File: src/rtl/display_scanout.sv
// display_scanout: video timing generator, frame-store read-address generator
// and RGB565->RGB888 colour expander in one block.
//
// The counters (hc, vc) drive the frame-store read port directly. The timing
// derived from them is delayed by RD_LAT stages so that it lines up with the
// returned pixel. Everything then lands in one output register, which makes
// counter-to-pin latency RD_LAT+1 cycles.
//
// Optional feature: define TEST_PATTERN_EN to build an 8-bar colour test
// pattern, selected at run time by test_en. Without the macro, test_en is
// ignored and no bar logic exists.
//
// Handshake note: there is no flow control. rd_en is a pure request strobe
// (high in the active area). px_data must be valid exactly RD_LAT cycles
// after the matching rd_x/rd_y, with no back-pressure in either direction.

module display_scanout #(
  parameter int H_ACTIVE    = 640,
  parameter int H_FP        = 16,
  parameter int H_SYNC      = 96,
  parameter int H_BP        = 48,
  parameter int V_ACTIVE    = 480,
  parameter int V_FP        = 10,
  parameter int V_SYNC      = 2,
  parameter int V_BP        = 33,
  parameter int SYNC_POL    = 0,
  parameter int CORDW       = 10,
  parameter int SCALE_SHIFT = 0,
  parameter int RD_LAT      = 2,
  parameter int EXPAND_MODE = 1
) (
  input  logic             clk_pix,
  input  logic             rst_pix,
  output logic [CORDW-1:0] rd_x,
  output logic [CORDW-1:0] rd_y,
  output logic             rd_en,
  input  logic [15:0]      px_data,
  input  logic             test_en,
  output logic [CORDW-1:0] sx,
  output logic [CORDW-1:0] sy,
  output logic             de,
  output logic             hsync,
  output logic             vsync,
  output logic [7:0]       r,
  output logic [7:0]       g,
  output logic [7:0]       b,
  output logic             frame_start,
  output logic             line_start
);

  localparam int H_TOTAL = H_ACTIVE + H_FP + H_SYNC + H_BP;
  localparam int V_TOTAL = V_ACTIVE + V_FP + V_SYNC + V_BP;

  localparam logic [CORDW-1:0] H_LAST   = CORDW'(H_TOTAL - 1);
  localparam logic [CORDW-1:0] V_LAST   = CORDW'(V_TOTAL - 1);
  localparam logic [CORDW-1:0] H_ACT    = CORDW'(H_ACTIVE);
  localparam logic [CORDW-1:0] V_ACT    = CORDW'(V_ACTIVE);
  localparam logic [CORDW-1:0] HS_FIRST = CORDW'(H_ACTIVE + H_FP);
  localparam logic [CORDW-1:0] HS_LAST  = CORDW'(H_ACTIVE + H_FP + H_SYNC - 1);
  localparam logic [CORDW-1:0] VS_FIRST = CORDW'(V_ACTIVE + V_FP);
  localparam logic [CORDW-1:0] VS_LAST  = CORDW'(V_ACTIVE + V_FP + V_SYNC - 1);
  localparam logic             SYNC_ACT = (SYNC_POL != 0);

  // Counters must be able to hold the last position of a line and a frame.
  if ((H_TOTAL - 1) >= (1 << CORDW) || (V_TOTAL - 1) >= (1 << CORDW)) begin : g_bad_cordw
    $error("display_scanout: CORDW too narrow for H_TOTAL-1 / V_TOTAL-1");
  end
  if (RD_LAT < 0) begin : g_bad_lat
    $error("display_scanout: RD_LAT must be >= 0");
  end

  // One bundle of timing information, carried down the alignment pipeline.
  typedef struct packed {
    logic [CORDW-1:0] x;
    logic [CORDW-1:0] y;
    logic             de;
    logic             hs;
    logic             vs;
    logic             fs;
    logic             ls;
  } tim_t;

  localparam tim_t TIM_IDLE = '{x: '0, y: '0, de: 1'b0, hs: ~SYNC_ACT,
                                vs: ~SYNC_ACT, fs: 1'b0, ls: 1'b0};

  logic [CORDW-1:0] hc_q, hc_d;
  logic [CORDW-1:0] vc_q, vc_d;
  tim_t             tim_c;
  tim_t             tim_al;

  // Raster position: hc wraps every line, vc advances on each hc wrap.
  always_comb begin
    hc_d = hc_q + CORDW'(1);
    vc_d = vc_q;
    if (hc_q == H_LAST) begin
      hc_d = '0;
      if (vc_q == V_LAST) vc_d = '0;
      else                vc_d = vc_q + CORDW'(1);
    end
  end

  // Counter registers; reset parks them on pixel (0,0).
  always_ff @(posedge clk_pix or posedge rst_pix) begin
    if (rst_pix) begin
      hc_q <= '0;
      vc_q <= '0;
    end else begin
      hc_q <= hc_d;
      vc_q <= vc_d;
    end
  end

  // Undelayed timing decoded from the counters.
  always_comb begin
    tim_c    = TIM_IDLE;
    tim_c.x  = hc_q;
    tim_c.y  = vc_q;
    tim_c.de = (hc_q < H_ACT) && (vc_q < V_ACT);
    tim_c.hs = ((hc_q >= HS_FIRST) && (hc_q <= HS_LAST)) ? SYNC_ACT : ~SYNC_ACT;
    tim_c.vs = ((vc_q >= VS_FIRST) && (vc_q <= VS_LAST)) ? SYNC_ACT : ~SYNC_ACT;
    tim_c.fs = (hc_q == '0) && (vc_q == '0);
    tim_c.ls = (hc_q == '0);
  end

  // Frame-store request in the counter cycle; blanking addresses are don't-care.
  assign rd_x  = hc_q >> SCALE_SHIFT;
  assign rd_y  = vc_q >> SCALE_SHIFT;
  assign rd_en = tim_c.de;

  if (RD_LAT == 0) begin : g_no_lat
    assign tim_al = tim_c;
  end else begin : g_lat
    tim_t pipe_q [RD_LAT];

    // Delay timing by the memory read latency.
    always_ff @(posedge clk_pix or posedge rst_pix) begin
      if (rst_pix) begin
        for (int i = 0; i < RD_LAT; i++) pipe_q[i] <= TIM_IDLE;
      end else begin
        pipe_q[0] <= tim_c;
        for (int i = 1; i < RD_LAT; i++) pipe_q[i] <= pipe_q[i-1];
      end
    end

    assign tim_al = pipe_q[RD_LAT-1];
  end

  logic [7:0] r_d, g_d, b_d;

`ifdef TEST_PATTERN_EN
  localparam int BAR_W = (H_ACTIVE / 8 > 0) ? H_ACTIVE / 8 : 1;
  logic [CORDW-1:0] bar_idx;
  logic [2:0]       bar_sel;
  logic [23:0]      bar_rgb;

  // Bar colour chosen from the aligned screen x; anything past bar 7 is black.
  always_comb begin
    bar_idx = tim_al.x / CORDW'(BAR_W);
    bar_sel = (bar_idx > CORDW'(7)) ? 3'd7 : bar_idx[2:0];
    case (bar_sel)
      3'd0:    bar_rgb = 24'hFFFFFF;
      3'd1:    bar_rgb = 24'hFFFF00;
      3'd2:    bar_rgb = 24'h00FFFF;
      3'd3:    bar_rgb = 24'h00FF00;
      3'd4:    bar_rgb = 24'hFF00FF;
      3'd5:    bar_rgb = 24'hFF0000;
      3'd6:    bar_rgb = 24'h0000FF;
      default: bar_rgb = 24'h000000;
    endcase
  end
`else
  logic unused_test_en;
  assign unused_test_en = test_en;
`endif

  // Colour expansion, optional test bars, then blanking outside the active area.
  always_comb begin
    if (EXPAND_MODE != 0) begin
      r_d = {px_data[15:11], px_data[15:13]};
      g_d = {px_data[10:5],  px_data[10:9]};
      b_d = {px_data[4:0],   px_data[4:2]};
    end else begin
      r_d = {px_data[15:11], 3'b000};
      g_d = {px_data[10:5],  2'b00};
      b_d = {px_data[4:0],   3'b000};
    end
`ifdef TEST_PATTERN_EN
    if (test_en) {r_d, g_d, b_d} = bar_rgb;
`endif
    if (!tim_al.de) begin
      r_d = '0;
      g_d = '0;
      b_d = '0;
    end
  end

  logic [CORDW-1:0] sx_q, sy_q;
  logic             de_q, hs_q, vs_q, fs_q, ls_q;
  logic [7:0]       r_q, g_q, b_q;

  // Output register: aligned timing and colour change together on this edge.
  always_ff @(posedge clk_pix or posedge rst_pix) begin
    if (rst_pix) begin
      sx_q <= '0;
      sy_q <= '0;
      de_q <= 1'b0;
      hs_q <= ~SYNC_ACT;
      vs_q <= ~SYNC_ACT;
      fs_q <= 1'b0;
      ls_q <= 1'b0;
      r_q  <= '0;
      g_q  <= '0;
      b_q  <= '0;
    end else begin
      sx_q <= tim_al.x;
      sy_q <= tim_al.y;
      de_q <= tim_al.de;
      hs_q <= tim_al.hs;
      vs_q <= tim_al.vs;
      fs_q <= tim_al.fs;
      ls_q <= tim_al.ls;
      r_q  <= r_d;
      g_q  <= g_d;
      b_q  <= b_d;
    end
  end

  assign sx          = sx_q;
  assign sy          = sy_q;
  assign de          = de_q;
  assign hsync       = hs_q;
  assign vsync       = vs_q;
  assign frame_start = fs_q;
  assign line_start  = ls_q;
  assign r           = r_q;
  assign g           = g_q;
  assign b           = b_q;

endmodule

File: config.mk
export PLATFORM = sky130hd
export DESIGN_NAME = display_scanout
export DESIGN_NICKNAME = d
export VERILOG_FILES = /design/src/rtl/display_scanout.sv
export SDC_FILE = /design/constraint.sdc
export NUM_CORES = 1
export LEC_CHECK = 0
export ABC_AREA = 1
export BUFFER_PORTS_ARGS = -buffer_cell sky130_fd_sc_hd__buf_2
export CAP_MARGIN = 20
export CORE_MARGIN = 2
export CORE_UTILIZATION = 53
export CTS_CLUSTER_SIZE = 24
export DETAILED_ROUTE_END_ITERATION = 8
export GPL_TIMING_DRIVEN = 0
export PLACE_DENSITY = 0.77
export SYNTH_ARGS = -nofsm -noshare
export SYNTH_HDL_FRONTEND = slang
export SYNTH_SLANG_ARGS = --single-unit
export TNS_END_PERCENT = 30
File: constraint.sdc
create_clock -name clk_pix -period 4.2 [get_ports clk_pix]
set_input_delay 0.84 -clock clk_pix [delete_from_list [all_inputs] [get_ports clk_pix]]
set_output_delay 0.84 -clock clk_pix [all_outputs]
set_load 0.03 [all_outputs]
# --- Yosys cells after proc, flatten, opt, wreduce, memory -nomap -nowiden ---
# Index checks and enable logic that the tools add are counted.
classes:
  n_eq_ne: 2
  reduce_logical: 6
  addsub: 2
  magnitude_cmp: 6
  muxes: 7
ops:
  columns: ["op", "n"]
  rows:
  - ["2-to-1 mux 8 bit", 3]
  - ["adder 10 x 1 -> 10 bit, second input constant", 2]
  - ["== test 10 bit, second input constant", 2]
  - ["zero test 10 bit", 2]
  - ["2-to-1 mux 10 bit", 2]
  - [">= comparator 10 bit, second input constant", 1]
  - [">= comparator 10 x 9 -> 1 bit, second input constant", 1]
  - ["less-or-equal comparator 10 bit, second input constant", 1]
  - ["less-or-equal comparator 10 x 9 -> 1 bit, second input constant", 1]
  - ["< comparator 10 bit, second input constant", 1]
  - ["< comparator 10 x 9 -> 1 bit, second input constant", 1]
  - ["logical AND 1 bit", 4]
  - ["2-to-1 mux 1 bit", 2]
word_totals:
  reg_bits: 119
  in_bits: 19

# --- Logic depth before layout (Yosys ltp) ---
depth:
  depth_word: 3
  mapped_depth: 8

# --- Least setup slack after synthesis ---
# No wires, ideal clock.
synth_timing:
  kind: "register to output"
  startpoint: "register hc_q[8], in the netlist rd_x[8]"
  endpoint: "output rd_en"
  t_required_ns: 3.360
  setup_slack_ns: 1.668
  arrival_ns: 1.692
  path_stages_with_launch: 4
  cell_sequence: "dfrtp_1 > nand2_1 > inv_1 > nor4_1"
synth_between:
  elab_chain_len: 2
synth_lines:
  columns: ["item", "line_no", "rtl"]
  rows:
  - ["from (decl)", "86", "logic [CORDW-1:0] hc_q, hc_d;"]
  - ["from (signal assigned)", "105", "hc_q <= '0;"]
  - ["from (signal assigned)", "108", "hc_q <= hc_d;"]
  - ["< comparator 10 bit", "118", "tim_c.de = (hc_q < H_ACT) && (vc_q < V_ACT);"]
  - ["logical AND 1 bit", "118", null]
  - ["to (decl)", "36", "output logic rd_en,"]
# Every way passes these cells.

# --- Final worst setup path ---
# Same ends and word-level chain as after synthesis.

==> results.py <==
metrics = {
    "synthesis": {
        "synth_cells": 326,
        "ys.flop_type": "dfrtp_1",
        "ys_seq_area_share_pct": 72.1,
        "ys_types": 24,
        "synth_area_leader_cell": "dfrtp_1",
        "synth_edf_count": 0,
        "ys_ff_latch": 111,
        "synth.avg_cell_area_sq_um": 11.8,
        "synthTopCellsByArea": "dfrtp_1, buf_4, nand2_1",
        "synth_common_cells": "dfrtp_1, nand2_1, inv_1, buf_4, nor2_1",
        "syn-cell-area_sq_um": 3860,
        "synth_top_area_share_pct": 68.0,
        "synth.most_common_cell": "dfrtp_1",
        "ys_warn_count": 0,
        "synth_nets": 349,
        "async_flop_share_pct": 100,
    },
    "route": {
        "viasPerCell": 4.65,
        "ant_nets": 0,
        "wirelength_um": 6340,
        "drc": 0,
        "initialDrtViolationCount": 107,
        "wire_per_inst_um": 12.0,
        "num_vias": 2458,
        "dr.pass1.iters": 6,
    },
    "sta": {
        "skew_ns": 0.00698,
        "hold_violations": 0,
        "rsz0062_at_grt": "no",
        "fin_ws_ns": 1.56,
        "tightestPinTransition_ns": 0.443,
        "holdWs_ns": 0.352,
        "period_minus_slack_ns": 2.64,
        "slew_headroom_pct": 70.5,
        "setup_viol": 0,
        "finalMaxSlewViolations": 0,
        "fmax_ghz": 0.379,
        "min_period_over_period_pct": 62.8,
    },
    "global_routing": {
        "grt_pass1_wl_um": 10100,
        "grt_pass1_vias": 2273,
        "grt_max_degree": 78,
        "antenna_found_initial": 0,
        "grt_overflow": 0,
        "grt_util_all_layers_pct": 16.9,
    },
    "setup_path": {
        "worst_setup_path_start_kind": "register",
        "critPathKind": "reg -> out",
        "crit_start": "rd_x[8]",
        "path_max_fanout": 8,
        "r2r_start": "rd_y[0]",
        "r2r_end": "rd_y[1]",
        "critPathCapture": "rd_en",
        "cp.required_ns": 3.36,
        "r2r_slack_ns": 2.62,
        "cp.arrival_ns": 1.80,
        "crit_path_end_kind": "primary output",
        "worst_r2r_path_depth": 7,
    },
    "power": {
        "power_leakage_nw": 2.59,
        "power.density_nw_per_um2": 374,
        "power_mw": 1.73,
        "vdd_drop_max_v": 0.000249,
    },
    "floorplanning": {
        "io_pins": 89,
        "dieArea_sq_um": 7990,
        "start_util_pct": 54.1,
        "fp.dieH_um": 89.4,
        "coreArea_sq_um": 7140,
        "die_w_um": 89.4,
        "row_count": 31,
    },
    "clocking": {
        "cts_tree": "yes",
        "clk_pin_slew_ns": 0.10,
        "post_cts_buffers": 0,
        "cts_resized": 0,
        "clock_latency_ns": 0.36,
        "cts.sinks": 111,
        "ctsHoldBuffers": 0,
        "clockBufferDepth": 2,
        "numCtsBuffers": 9,
        "h-tree-depth": 3,
        "cts-root-buf": "clkbuf_8",
    },
    "finish": {
        "drive_gt1_share_pct": 34.0,
        "areaGrowthSynthToFinish_pct": 19.9,
        "diodes": 0,
        "nNetsFinal": 448,
    },
    "status": {
        "status": "finished clean",
    },
    "place": {
        "hpwl_um": 4510,
        "port_buffers": 87,
        "preCtsSetupSlack_ns": 1.98,
        "gp_congestion": 0.922,
    },
    "run": {
        "max-cap-violations": 0,
    },
    "worst_hold_path": {
        "hold_class": "reg -> reg",
    },
}
## cell families (layout without fill, tap and decap cells)
group	Yosys count	in the layout	share of synthesized area, %
adder cells (fa/ha/maj)	4	4	1.30
buffers and inverters	81	185	10.8
AND/OR/NAND/NOR	108	108	12.4
flip-flops	111	111	72.1
XOR/XNOR	6	6	1.36
AO/OA/AOI/OAI	16	16	2.07
## per-layer routing
| layer | part of all wire [%] | global-route usage [%] | vias to the layer above |
|---|---|---|---|
| met5 | 0 | 0 | - |
| met1 | 41 | 19.6 | 1183 |
| li1 | - | - | 1159 |
| met2 | 49 | 28.8 | 106 |
| met3 | 8.0 | 5.45 | 10 |
| met4 | 2.1 | 7.33 | 0 |
## report_power, final
group          switching (mW)  total, mW  internal (mW)
Clock                   0.353      0.575          0.223
Combinational          0.0554     0.0791         0.0237
Sequential            0.00251       1.08           1.08
## final cells by class
class / instances / area, sq um
Buffer: 31 / 229
Inverter: 50 / 190
Timing Repair Buffer: 88 / 463
Fill cell: 580 / 2500
Multi-Input combinational cell: 134 / 661
Sequential cell: 111 / 2790
Clock buffer: 9 / 124
Tap cell: 99 / 124
Clock inverter: 7 / 56.3
## placed cells by master, fill, tap and decap left out
cell type / count
a21oi_1: 3
and2_1: 1
buf_16: 1
buf_2: 87
buf_4: 28
buf_6: 1
clkbuf_1: 2
clkbuf_8: 9
clkinv_2: 2
clkinv_4: 1
clkinvlp_4: 2
dfrtp_1: 105
dfstp_2: 6
ha_1: 4
inv_1: 48
inv_2: 1
inv_4: 1
inv_8: 2
nand2_1: 53
nand2_2: 1
nand3_1: 13
nand3_2: 1
nand4_1: 9
nor2_1: 24
nor2_2: 1
nor2_4: 2
nor3_1: 2
nor4_1: 1
o21ai_0: 11
o21ai_1: 2
xnor2_1: 1
xor2_1: 5
## state kept, by name, summed over array words and instances, names as in the netlist
signal	cells
g	6
de	1
rd_y	10
vsync	1
r	5
rd_x	10
sx	10
frame_start	1
g_lat.pipe_q	50
line_start	1
hsync	1
sy	10
b	5
## worst max-delay path, stage by stage, from the launching register on
cell and delay, ns:
dfrtp_1 0.49, nand2_1 0.19, inv_1 0.10, nor4_1 0.37
buf_2 0.29
## worst min path at each step
stage	slack, ns	depth (start not counted)	startpoint	to
after floorplan	0.33	0	g_lat.pipe_q[1]	frame_start
after detailed placement	0.33	0	g_lat.pipe_q[40]	g_lat.pipe_q[15]
after CTS	0.36	0	g_lat.pipe_q[49]	g_lat.pipe_q[24]
after global placement	0.33	0	g_lat.pipe_q[48]	g_lat.pipe_q[23]
final	0.35	0	g_lat.pipe_q[13]	sy[8]
after global routing	0.36	0	g_lat.pipe_q[49]	g_lat.pipe_q[24]
## per-stage QoR
stage / TNS, ns / utilization [%] / cell area (sq um) / instances
floorplan: 0 / - / 3860 / 326
finish: 0 / 64.9 / 4630 / 529
global placement: -57.08 / 62.0 / 4420 / 512
detailed placement: 0 / 62.4 / 4450 / 513
CTS: 0 / 64.9 / 4630 / 529
global route: 0 / 64.9 / 4630 / 529
No activity file was read; power rests on OpenSTA's default activity.
